--- config.mk ---
export PLATFORM = sky130hd
export DESIGN_NAME = branch_resolve_unit
export DESIGN_NICKNAME = d
export VERILOG_FILES = /design/src/rtl/branch_pkg.sv /design/src/rtl/bht_2bit.sv /design/src/rtl/branch_resolve_unit.sv
export SDC_FILE = /design/constraint.sdc
export NUM_CORES = 1
export LEC_CHECK = 0
export CAP_MARGIN = 40
export CORE_ASPECT_RATIO = 0.7
export CORE_UTILIZATION = 57
export CTS_BUF_LIST = sky130_fd_sc_hd__clkbuf_4 sky130_fd_sc_hd__clkbuf_8
export DETAILED_ROUTE_END_ITERATION = 7
export GPL_TIMING_DRIVEN = 0
export PLACE_DENSITY_LB_ADDON = 0.15
export SLEW_MARGIN = 20
export SYNTH_ARGS = -nofsm -noshare
export SYNTH_HDL_FRONTEND = slang
export SYNTH_SLANG_ARGS = --single-unit
--- constraint.sdc ---
create_clock -name clk -period 3.6 [get_ports clk]
set_input_delay 0.36 -clock clk [delete_from_list [all_inputs] [get_ports clk]]
set_output_delay 0.36 -clock clk [all_outputs]
set_load 0.1 [all_outputs]
--- src/rtl/branch_pkg.sv ---
// ---------------------------------------------------------------------------
// branch_pkg
// Shared definitions for the execute-stage branch resolution logic:
//   - funct3 encodings of the six RV32I conditional branches
//   - FSM state encoding of the redirect/flush sequencer
//   - reset value of every 2-bit bimodal counter (weakly not taken)
//   - helper that tells whether a funct3 is a real conditional branch
// ---------------------------------------------------------------------------
package branch_pkg;

  localparam logic [2:0] F3_BEQ  = 3'b000;
  localparam logic [2:0] F3_BNE  = 3'b001;
  localparam logic [2:0] F3_BLT  = 3'b100;
  localparam logic [2:0] F3_BGE  = 3'b101;
  localparam logic [2:0] F3_BLTU = 3'b110;
  localparam logic [2:0] F3_BGEU = 3'b111;

  typedef enum logic [1:0] {
    IDLE     = 2'd0,
    REDIRECT = 2'd1,
    FLUSH    = 2'd2
  } state_t;

  localparam logic [1:0] CTR_RESET = 2'b01;

  // 010 and 011 are not branches; they must never train or redirect.
  function automatic logic f3_is_branch(input logic [2:0] f3);
    logic legal;
    legal = 1'b0;
    case (f3)
      F3_BEQ, F3_BNE, F3_BLT, F3_BGE, F3_BLTU, F3_BGEU: legal = 1'b1;
      default:                                          legal = 1'b0;
    endcase
    return legal;
  endfunction

endpackage

--- src/rtl/bht_2bit.sv ---
// ---------------------------------------------------------------------------
// bht_2bit
// Array of 2-bit saturating bimodal counters.
//   clk, rst  : clock and synchronous active-high reset (all entries -> 01)
//   rd_idx    : fetch-side lookup index
//   rd_ctr    : current counter at rd_idx (combinational, pre-update value)
//   wr_en     : train the counter at wr_idx on the next rising edge
//   wr_idx    : index of the resolved branch
//   wr_taken  : 1 = increment (sat. at 11), 0 = decrement (sat. at 00)
// ---------------------------------------------------------------------------
module bht_2bit
  import branch_pkg::*;
#(
  parameter int ENTRIES = 64,
  parameter int IDX     = $clog2(ENTRIES)
) (
  input  logic           clk,
  input  logic           rst,
  input  logic [IDX-1:0] rd_idx,
  output logic [1:0]     rd_ctr,
  input  logic           wr_en,
  input  logic [IDX-1:0] wr_idx,
  input  logic           wr_taken
);

  logic [1:0] ctr [ENTRIES];

  // The read is taken straight from the array, so a same-cycle write to the
  // same entry is only visible from the following cycle on.
  assign rd_ctr = ctr[rd_idx];

  // Counter storage with saturating training; reset puts every entry into
  // the weakly-not-taken state.
  always_ff @(posedge clk) begin
    if (rst) begin
      for (int i = 0; i < ENTRIES; i++) begin
        ctr[i] <= CTR_RESET;
      end
    end else if (wr_en) begin
      if (wr_taken && (ctr[wr_idx] != 2'b11)) begin
        ctr[wr_idx] <= ctr[wr_idx] + 2'b01;
      end else if (!wr_taken && (ctr[wr_idx] != 2'b00)) begin
        ctr[wr_idx] <= ctr[wr_idx] - 2'b01;
      end
    end
  end

endmodule

--- src/rtl/branch_resolve_unit.sv ---
// ---------------------------------------------------------------------------
// branch_resolve_unit
// Resolves conditional branches in EX, trains the bimodal predictor and
// issues a registered redirect plus a multi-cycle flush on a mispredict.
//   clk, rst              : clock, synchronous active-high reset
//   ex_valid              : conditional branch present in EX
//   ex_funct3             : branch funct3
//   ex_pc, ex_target      : PC of the branch and its computed target
//   ex_pred_taken         : direction predicted at fetch
//   BrEq, BrLT            : comparator results
//   BrUn                  : unsigned-compare select to the comparator
//   if_pc                 : fetch PC for the prediction lookup
//   if_pred_taken         : prediction for if_pc (counter MSB)
//   redirect_valid        : one-cycle registered redirect pulse
//   redirect_pc           : corrected fetch PC, valid with redirect_valid
//   flush                 : registered kill of IF/ID/EX, FLUSH_CYCLES long
//   stat_branches         : (BRANCH_STATS_EN) resolved legal branches
//   stat_mispredicts      : (BRANCH_STATS_EN) mispredicted branches
// Optional feature macro: BRANCH_STATS_EN adds the two saturating counters.
// ---------------------------------------------------------------------------
module branch_resolve_unit
  import branch_pkg::*;
#(
  parameter int BHT_ENTRIES  = 64,
  parameter int FLUSH_CYCLES = 2
) (
  input  logic        clk,
  input  logic        rst,
  input  logic        ex_valid,
  input  logic [2:0]  ex_funct3,
  input  logic [31:0] ex_pc,
  input  logic [31:0] ex_target,
  input  logic        ex_pred_taken,
  input  logic        BrEq,
  input  logic        BrLT,
  output logic        BrUn,
  input  logic [31:0] if_pc,
  output logic        if_pred_taken,
  output logic        redirect_valid,
  output logic [31:0] redirect_pc,
  output logic        flush
`ifdef BRANCH_STATS_EN
  ,
  output logic [31:0] stat_branches,
  output logic [31:0] stat_mispredicts
`endif
);

  localparam int IDX   = $clog2(BHT_ENTRIES);
  localparam int CNT_W = $clog2(FLUSH_CYCLES + 1);

  state_t             state;
  state_t             next_state;
  logic [CNT_W-1:0]   cnt;
  logic [CNT_W-1:0]   next_cnt;

  logic               taken;
  logic               resolve;
  logic               mispredict;
  logic [31:0]        correct_pc;
  logic               next_redirect_valid;
  logic [31:0]        next_redirect_pc;
  logic               next_flush;

  logic [1:0]         rd_ctr;
  logic [IDX-1:0]     if_idx;
  logic [IDX-1:0]     ex_idx;
  logic               unused_bits;

  assign BrUn          = ex_funct3[1];
  assign if_idx        = if_pc[IDX+1:2];
  assign ex_idx        = ex_pc[IDX+1:2];
  assign if_pred_taken = rd_ctr[1];

  // Only the index bits of the fetch PC and the counter MSB matter here.
  assign unused_bits = ^{if_pc[1:0], if_pc[31:IDX+2], rd_ctr[0]};

  bht_2bit #(
    .ENTRIES (BHT_ENTRIES),
    .IDX     (IDX)
  ) u_bht (
    .clk      (clk),
    .rst      (rst),
    .rd_idx   (if_idx),
    .rd_ctr   (rd_ctr),
    .wr_en    (resolve),
    .wr_idx   (ex_idx),
    .wr_taken (taken)
  );

  // State register; the visible outputs are also registered here from the
  // next-state decode so they come straight out of flops.
  always_ff @(posedge clk) begin
    if (rst) begin
      state          <= IDLE;
      cnt            <= '0;
      redirect_valid <= 1'b0;
      redirect_pc    <= 32'd0;
      flush          <= 1'b0;
    end else begin
      state          <= next_state;
      cnt            <= next_cnt;
      redirect_valid <= next_redirect_valid;
      redirect_pc    <= next_redirect_pc;
      flush          <= next_flush;
    end
  end

  // Next-state logic: a mispredict in IDLE starts the sequence, REDIRECT is
  // the first flush cycle and FLUSH covers the remaining FLUSH_CYCLES-1.
  always_comb begin
    next_state = state;
    next_cnt   = cnt;
    case (state)
      IDLE: begin
        if (mispredict) begin
          next_state = REDIRECT;
        end
      end
      REDIRECT: begin
        if (FLUSH_CYCLES == 1) begin
          next_state = IDLE;
        end else begin
          next_state = FLUSH;
          next_cnt   = CNT_W'(FLUSH_CYCLES - 1);
        end
      end
      FLUSH: begin
        next_cnt = cnt - 1'b1;
        if (cnt <= CNT_W'(1)) begin
          next_state = IDLE;
        end
      end
      default: begin
        next_state = IDLE;
        next_cnt   = '0;
      end
    endcase
  end

  // Branch decision, mispredict detection and the values the output flops
  // will take. Branches are only looked at while IDLE, so anything arriving
  // during a flush is ignored completely.
  always_comb begin
    taken = 1'b0;
    case (ex_funct3)
      F3_BEQ:  taken = BrEq;
      F3_BNE:  taken = !BrEq;
      F3_BLT:  taken = BrLT;
      F3_BGE:  taken = !BrLT;
      F3_BLTU: taken = BrLT;
      F3_BGEU: taken = !BrLT;
      default: taken = 1'b0;
    endcase

    resolve    = ex_valid && (state == IDLE) && f3_is_branch(ex_funct3);
    mispredict = resolve && (taken != ex_pred_taken);
    correct_pc = taken ? ex_target : (ex_pc + 32'd4);

    next_redirect_valid = (next_state == REDIRECT);
    next_flush          = (next_state != IDLE);
    next_redirect_pc    = mispredict ? correct_pc : redirect_pc;
  end

`ifdef BRANCH_STATS_EN
  // Saturating event counters for resolved branches and mispredicts.
  always_ff @(posedge clk) begin
    if (rst) begin
      stat_branches    <= 32'd0;
      stat_mispredicts <= 32'd0;
    end else begin
      if (resolve && (stat_branches != 32'hFFFF_FFFF)) begin
        stat_branches <= stat_branches + 32'd1;
      end
      if (mispredict && (stat_mispredicts != 32'hFFFF_FFFF)) begin
        stat_mispredicts <= stat_mispredicts + 32'd1;
      end
    end
  end
`endif

endmodule

==> results of run 1 <==
-- worst register-to-register path, delay by kind of cell, from the launching register on --
| family | cells | cell delay, ns |
|---|---|---|
| buffers and inverters | 4 | 1.06 |
| and+or+nand+nor | 2 | 1.12 |
| AOI/OAI and AO/OA | 2 | 0.45 |
| DFF | 1 | 0.36 |
| adders and majority gates | 1 | 0.30 |
-- cell usage in the layout (no fill, tap or decap), drive strengths merged, types with 4 or more instances in the layout --
| cell | instances |
|---|---|
| clkbuf | 102 |
| o2bb2ai | 4 |
| a41o | 64 |
| a211oi | 84 |
| mux4 | 29 |
| xor2 | 12 |
| nor3b | 5 |
| nor2 | 64 |
| nand2b | 4 |
| mux2i | 25 |
| nor2b | 8 |
| o211ai | 9 |
| nand4 | 33 |
| nor4 | 4 |
| o22ai | 4 |
| edfxtp | 128 |
| dfxtp | 38 |
| clkinv | 4 |
| a221oi | 6 |
| and3 | 6 |
| ha | 6 |
| clkinvlp | 5 |
| and2 | 4 |
| nand2 | 103 |
| a31oi | 5 |
| a22oi | 7 |
| nand3 | 58 |
| inv | 19 |
| o21ai | 11 |
| xnor2 | 18 |
| a21oi | 33 |
| clkdlybuf4s50 | 109 |
| buf | 102 |
| nor3 | 13 |
| mux2 | 14 |
-- kinds of logic (layout without fill, tap and decap cells) --
kind of cell | count (synthesis) | after routing | share of synthesized area (%)
and+or+nand+nor | 320 | 320 | 15.37
AOI/OAI and AO/OA | 246 | 246 | 19.04
adders and majority gates | 6 | 6 | 0.7413
muxes | 68 | 68 | 10.51
xor gates and xnor gates | 30 | 30 | 2.669
DFF | 166 | 166 | 45.47
buffers and inverters | 137 | 344 | 6.202
-- state kept, by name, indices dropped and copies added, names as in the netlist --
| name | count |
|---|---|
| cnt | 2 |
| flush | 1 |
| redirect_pc | 32 |
| redirect_valid | 1 |
| state | 2 |
| u_bht.ctr | 128 |
-- synth_stat cells, drive strengths merged, types with 5 or more instances --
| cell | instances |
|---|---|
| a22oi | 7 |
| dfxtp | 38 |
| inv | 14 |
| nor3b | 5 |
| a21oi | 33 |
| nor2b | 8 |
| ha | 6 |
| mux2 | 14 |
| xnor2 | 18 |
| mux2i | 25 |
| nor3 | 13 |
| nor2 | 64 |
| a211oi | 84 |
| nand4 | 33 |
| buf | 40 |
| edfxtp | 128 |
| o21ai | 11 |
| a221oi | 6 |
| xor2 | 12 |
| a41o | 64 |
| mux4 | 29 |
| clkbuf | 83 |
| and3 | 6 |
| nand3 | 58 |
| o211ai | 9 |
| nand2 | 103 |
| a31oi | 5 |
-- path summary, 6_finish.rpt --
kind                                                       end                    startpoint  slack, ns  depth (start not counted)
worst max-delay path             u_bht.ctr[7][1]$_SDFFCE_PN0P_                      ex_pc[3]     0.0001                         12
worst min-delay path               redirect_pc[1]$_SDFFE_PP0P_                      ex_pc[1]       0.42                          3
worst min register to register    redirect_pc[12]$_SDFFE_PP0P_  redirect_pc[12]$_SDFFE_PP0P_       0.46                          2
worst max register to register  u_bht.ctr[10][0]$_SDFFCE_PN1P_           state[0]$_SDFF_PP0_       0.02                          9
-- power by group --
| group | total [mW] | internal (mW) | switching (mW) | leakage (nW) |
|---|---|---|---|---|
| logic | 1.63 | 0.572 | 1.06 | 2.89 |
| registers | 2.16 | 2.12 | 0.0395 | 1.41 |
| clock network | 1.36 | 0.560 | 0.796 | 0.179 |
| total | 5.14 | 3.25 | 1.89 | 4.48 |
-- what timing repair did --
action | CTS | global route
gates resized for setup | 40 | 28
setup buffers | 8 | 0
pin swaps | 3 | 1
endpoints found under the setup margin | 262 | 255
hold buffers | 0 | 0
-- area by class of cell --
class | count | area [sq um] | area share, %
plain buffers | 122 | 639.4 | 4.886
clock buffers | 17 | 234.0 | 1.788
clock inverters | 15 | 142.6 | 1.090
inverters | 14 | 56.30 | 0.4303
multi-input cells | 670 | 5019 | 38.35
flip-flops and latches | 166 | 4604 | 35.19
well taps | 231 | 289.0 | 2.209
repair buffers | 176 | 2102 | 16.06
-- metal layers --
metal	vias up	part of all wire, %	GRT usage (%)
li1	4191	-	-
met1	4904	38	64.03
met2	986	40	60.37
met3	196	18	21.89
met4	0	4.5	19.81
met5	-	0	2.406
-- stage by stage --
stage,hold slack (ns),util [%]
after floorplan,0.4544,-
after global placement,0.4402,66.82
after detailed placement,0.4437,71.79
after CTS,0.4297,75.00
after global routing,0.4603,75.79
final,0.4176,75.79
==> run metrics, run 1 <==
fin cells 1411; Setup crit end kind flop; cell leakage power 4.476 nW; die width 161.3 um; Hold WC Path Type primary input to flop; CTS tree done; Post-synth EDFFs 128; Final period util 100.0%; Setup crit start kind primary input; CP Data Arrival Time 3.84 ns; Max-cap violations 0; Slew @ Worst Pin 0.9446 ns; DRC viols 1; max frequency 0.2778 GHz; drt first pass iters 8; post-route ant nets 0; effective utilization at floorplan 58.65%; total power 5.139 mW; Synth warnings 0; Worst VDD drop 0.2840 mV; drt via density 7.283; Max clock buf depth 2; P&R area growth vs syn 29.22%; largest area contributor in the netlist edfxtp_1; final instance area 13090 sq um; fillers 1210; Syn Inst Count 973; register area share after synthesis 45.47%; Core Footprint 17270 sq um; pwr dens 392.7 nW/um^2; Final Wtd Congestion 1.069; vias in the first global route 9551; Slew HR 37.03%; I/O pins 141; Final nets 1278; first-pass GRT wire length 60420 um; Synth Cell Area 10130 sq um; Place WS -1.576 ns; CP max stage delay 0.55 ns; CP bufs+invs 7; dominant synthesized flop cell edfxtp_1; Final Skew 0.02052 ns; via count 10.28k; final wirelength 41900 um; Critical Path, Cell by Cell dlygate4sd2_1 > buf_4 > buf_4 > buf_2 > o22ai_1 > a22o_1 > or4_1 > clkbuf_4 > or3_1 > buf_6 > buf_6 > a41o_1; crit-path leading delay family buffers and inverters; CTS clock-pin slew for the worst setup and hold paths 0.11 ns; post-synthesis register bit count 166; initial antenna violation count 0; failing checks design-rule violations; clock sinks 166; dpl cell area 12400 sq um; unrepaired setup endpoints after global routing false; CP Data Required Time 3.84 ns; post-synth top area share 37.95%; die span in y 113.5 um; Slew Viols, Final 0; initial detailed-routing violation count 1851; Rows 40; All-Layer GR Usage 46.05%; worst-path maximum fanout 10; # diodes 0; Crit Path Class primary input to flop; Setup Viol. Count Final 0; Async SR Flop Fraction 0%; die area 18310 sq um; WL per Instance 29.70 um; Root Driver clkbuf_8; clk_lat worst skew 0.50 ns; setup TNS 0 ns; Final min period 3.600 ns; library cells used by synthesis 63; share of layout cells above drive strength 1 17.88%; GRT overflow 0; largest net degree at the start of global routing 17; cell count after placement 1365; CTS H-Tree Depth 4; CTS buffer count 17; worst setup margin 0.00009548 ns; syn nets 1084; synthesized area per cell 10.41 sq um; CP max stage cell or4_1; top cells by area, synth edfxtp_1 38%, dfxtp_1 7.5%, a41o_1 6.3%; dpl hpwl 30460 um; status finished, violations left; number of port buffers 112; final hold viol count 0
(Power assumes the default switching activity.)
==> run 2: changes to the inputs <==
- CAP_MARGIN: 40 -> 20
- CTS_CLUSTER_SIZE: default -> 14
==> run 2 against run 1 <==
  * Non-clock buffer count is 55 lower
  * Largest power group unchanged
  * Count of clock-buffer cells in the layout did not move
  * Power shrank 2.9%
  * Critical path depth shrank 1
  * Global-route usage decreased by 1.1 points
  * Cell count decreased by 3.8%
  * Via count shrank 4.0%
  * Register-to-register slack about the same
  * Clock skew is 0.0047 ns lower
  * The run ends with design-rule violations, negative setup slack left
  * Core utilization down 5.2 points
  * Maximum frequency shrank 1.5%
  * Hold slack improved by 0.0069 ns
==> run metrics, run 2 (synthesized netlist as in run 1, its figures left out) <==
Worst VDD drop 0.3042 mV (was 0.2840 mV); CP Data Arrival Time 3.88 ns (was 3.84 ns); final instance area 12190 sq um (was 13090 sq um); Critical Path, Cell by Cell dlygate4sd2_1 > buf_4 > buf_4 > mux4_2 > mux2i_2 > o22ai_1 > or4_1 > buf_2 > a21oi_4 > clkbuf_1 > a211oi_1 (was dlygate4sd2_1 > buf_4 > buf_4 > buf_2 > o22ai_1 > a22o_1 > or4_1 > clkbuf_4 > or3_1 > buf_6 > buf_6 > a41o_1); Biggest register u_bht.ctr (unchanged); pwr dens 409.4 nW/um^2 (was 392.7 nW/um^2); Regs by FF count u_bht.ctr (128), redirect_pc (32) (unchanged); largest net degree at the start of global routing 18 (was 17); Rows 40 (unchanged); Crit Path Class primary input to flop (unchanged); drt first pass iters 8 (unchanged); die area 18310 sq um (unchanged); max frequency 0.2737 GHz (was 0.2778 GHz); I/O pins 141 (unchanged); clock sinks 166 (unchanged); Setup Viol. Count Final 38 (was 0); Final Wtd Congestion 1.069 (unchanged); GRT overflow 0 (unchanged); share of layout cells above drive strength 1 14.84% (was 17.88%); initial detailed-routing violation count 1675 (was 1851); Top cell by count, worst path buf_4; worst-path maximum fanout 10 (unchanged); Slew Viols, Final 0 (unchanged); first-pass GRT wire length 58840 um (was 60420 um); CTS buffer count 17 (unchanged); commonest cells after routing, fill and taps aside 128 x edfxtp_1, 108 x clkdlybuf4s50_1, 103 x nand2_1, 82 x a211oi_1, 64 x a41o_1 (was 128 x edfxtp_1, 109 x clkdlybuf4s50_1, 103 x nand2_1, 82 x a211oi_1, 66 x clkbuf_1); effective utilization at floorplan 58.65% (unchanged); Final period util 101.5% (was 100.0%); die width 161.3 um (unchanged); failing checks design-rule violations, negative setup slack (was design-rule violations); Max clock buf depth 2 (unchanged); CTS clock-pin slew for the worst setup and hold paths 0.10 ns (was 0.11 ns); via count 9871 (was 10.28k); hold endpoint redirect_pc[3]$_SDFFE_PP0P_ (was redirect_pc[1]$_SDFFE_PP0P_); Slew HR 15.69% (was 37.03%); Setup crit start kind primary input (unchanged); worst-case reg-to-reg path depth 9 (unchanged); number of port buffers 112 (unchanged); P&R area growth vs syn 20.41% (was 29.22%); Core Footprint 17270 sq um (unchanged); dpl cell area 11550 sq um (was 12400 sq um); Critical R2R Launch u_bht.ctr[9][0]$_SDFFCE_PN1P_ (was state[0]$_SDFF_PP0_); Setup crit end kind flop (unchanged); Max-cap violations 0 (unchanged); CP max stage delay 0.54 ns (was 0.55 ns); Final min period 3.654 ns (was 3.600 ns); status finished, violations left (unchanged); WL per Instance 29.85 um (was 29.70 um); initial antenna violation count 1 (was 0); most common cell after layout, fill and taps aside edfxtp_1 (unchanged); DRC viols 10 (was 1); fin util 70.62% (was 75.79%); CTS H-Tree Depth 4 (unchanged); reg-to-reg slack, setup 0.03 ns (was 0.02 ns); die span in y 113.5 um (unchanged); post-route ant nets 0 (unchanged); dpl hpwl 29040 um (was 30460 um); CP Data Required Time 3.83 ns (was 3.84 ns); setup TNS -0.5665 ns (was 0 ns); worst setup margin -0.05399 ns (was 0.00009548 ns); Root Driver clkbuf_8 (unchanged); CTS tree done (unchanged); Final Skew 0.01584 ns (was 0.02052 ns); drt via density 7.274 (was 7.283); final wirelength 40510 um (was 41900 um); vias in the first global route 9173 (was 9551); final hold viol count 0 (unchanged); All-Layer GR Usage 44.97% (was 46.05%); Final nets 1223 (was 1278); Hold WC Path Type primary input to flop (unchanged); Slew @ Worst Pin 1.260 ns (was 0.9446 ns); CP max stage cell or4_1 (unchanged); cell leakage power 4.060 nW (was 4.476 nW); Place WS -1.542 ns (was -1.576 ns); unrepaired setup endpoints after global routing false (unchanged); clk_lat worst skew 0.50 ns (about the same); hold path depth 3 (unchanged); number of flip-flops in the largest register 128 (unchanged); hold_sp ex_target[3] (was ex_pc[1]); FF-to-FF End u_bht.ctr[32][1]$_SDFFCE_PN0P_ (was u_bht.ctr[10][0]$_SDFFCE_PN1P_)
[run 2: worst max-delay path: cells and delay by family]
family	cells	cell delay, ns
simple gates	1	0.54
compound gates	3	0.74
buf+inv	5	1.55
mux	2	0.69
[run 2: routing by layer]
| layer | wire (um) | vias up | share of wire [%] | track usage (%) |
|---|---|---|---|---|
| li1 | - | 4086 | - | - |
| met1 | 15820 | 4728 | 39 | 64.82 |
| met2 | 15700 | 904 | 39 | 58.76 |
| met3 | 7382 | 153 | 18 | 20.58 |
| met4 | 1611 | 0 | 4.0 | 15.41 |
| met5 | 0 | - | 0 | 1.337 |
[run 2: worst max-delay path by stage]
stage | start | to | slack, ns | cells after the start
2_1_floorplan | if_pc[2] | if_pred_taken | 0.19 | 5
3_3_place_gp | ex_pc[4] | u_bht.ctr[60][0]$_SDFFCE_PN1P_ | -1.56 | 11
4_1_cts | if_pc[2] | if_pred_taken | -0.04 | 6
6_report | ex_pc[3] | u_bht.ctr[32][1]$_SDFFCE_PN0P_ | -0.05 | 11
3_5_place_dp | ex_pc[4] | u_bht.ctr[62][0]$_SDFFCE_PN1P_ | -1.54 | 11
5_1_grt | ex_pc[2] | u_bht.ctr[14][1]$_SDFFCE_PN0P_ | 0.005 | 14
[run 2: what timing repair did]
item                       in CTS  in global routing
setup buffers                   6                  1
gates resized for setup        42                 42
hold buffers                    0                  0
setup endpoints to repair     260                235
hold endpoints to repair        0                  0
gates cloned                    0                  1
pin swaps                       3                  1
[run 2: cell type report]
class                           count  area (sq um)
Antenna cell                        1         2.502
Buffer                            123         631.9
Clock buffer                       17         234.0
Clock inverter                     15         165.2
Fill cell                        1298          5072
Inverter                           14         56.30
Multi-Input combinational cell    670          5041
Sequential cell                   166          4604
Tap cell                          231         289.0
Timing Repair Buffer              120          1170
[run 2: stage by stage]
step                hold slack [ns]  std cells  total power, mW
finish                       0.4245       1357            4.993
global route                 0.4416       1356            5.084
CTS                          0.4228       1354            4.893
detailed placement           0.4429       1316            3.514
global placement             0.4402       1316            3.498
floorplan                    0.4544        973            3.041
[run 2: power by group]
part,leakage (nW),internal [mW],total (mW),switching (mW)
Combinational,2.46,0.417,1.43,1.01
Sequential,1.41,2.12,2.15,0.0380
Clock,0.192,0.579,1.41,0.828
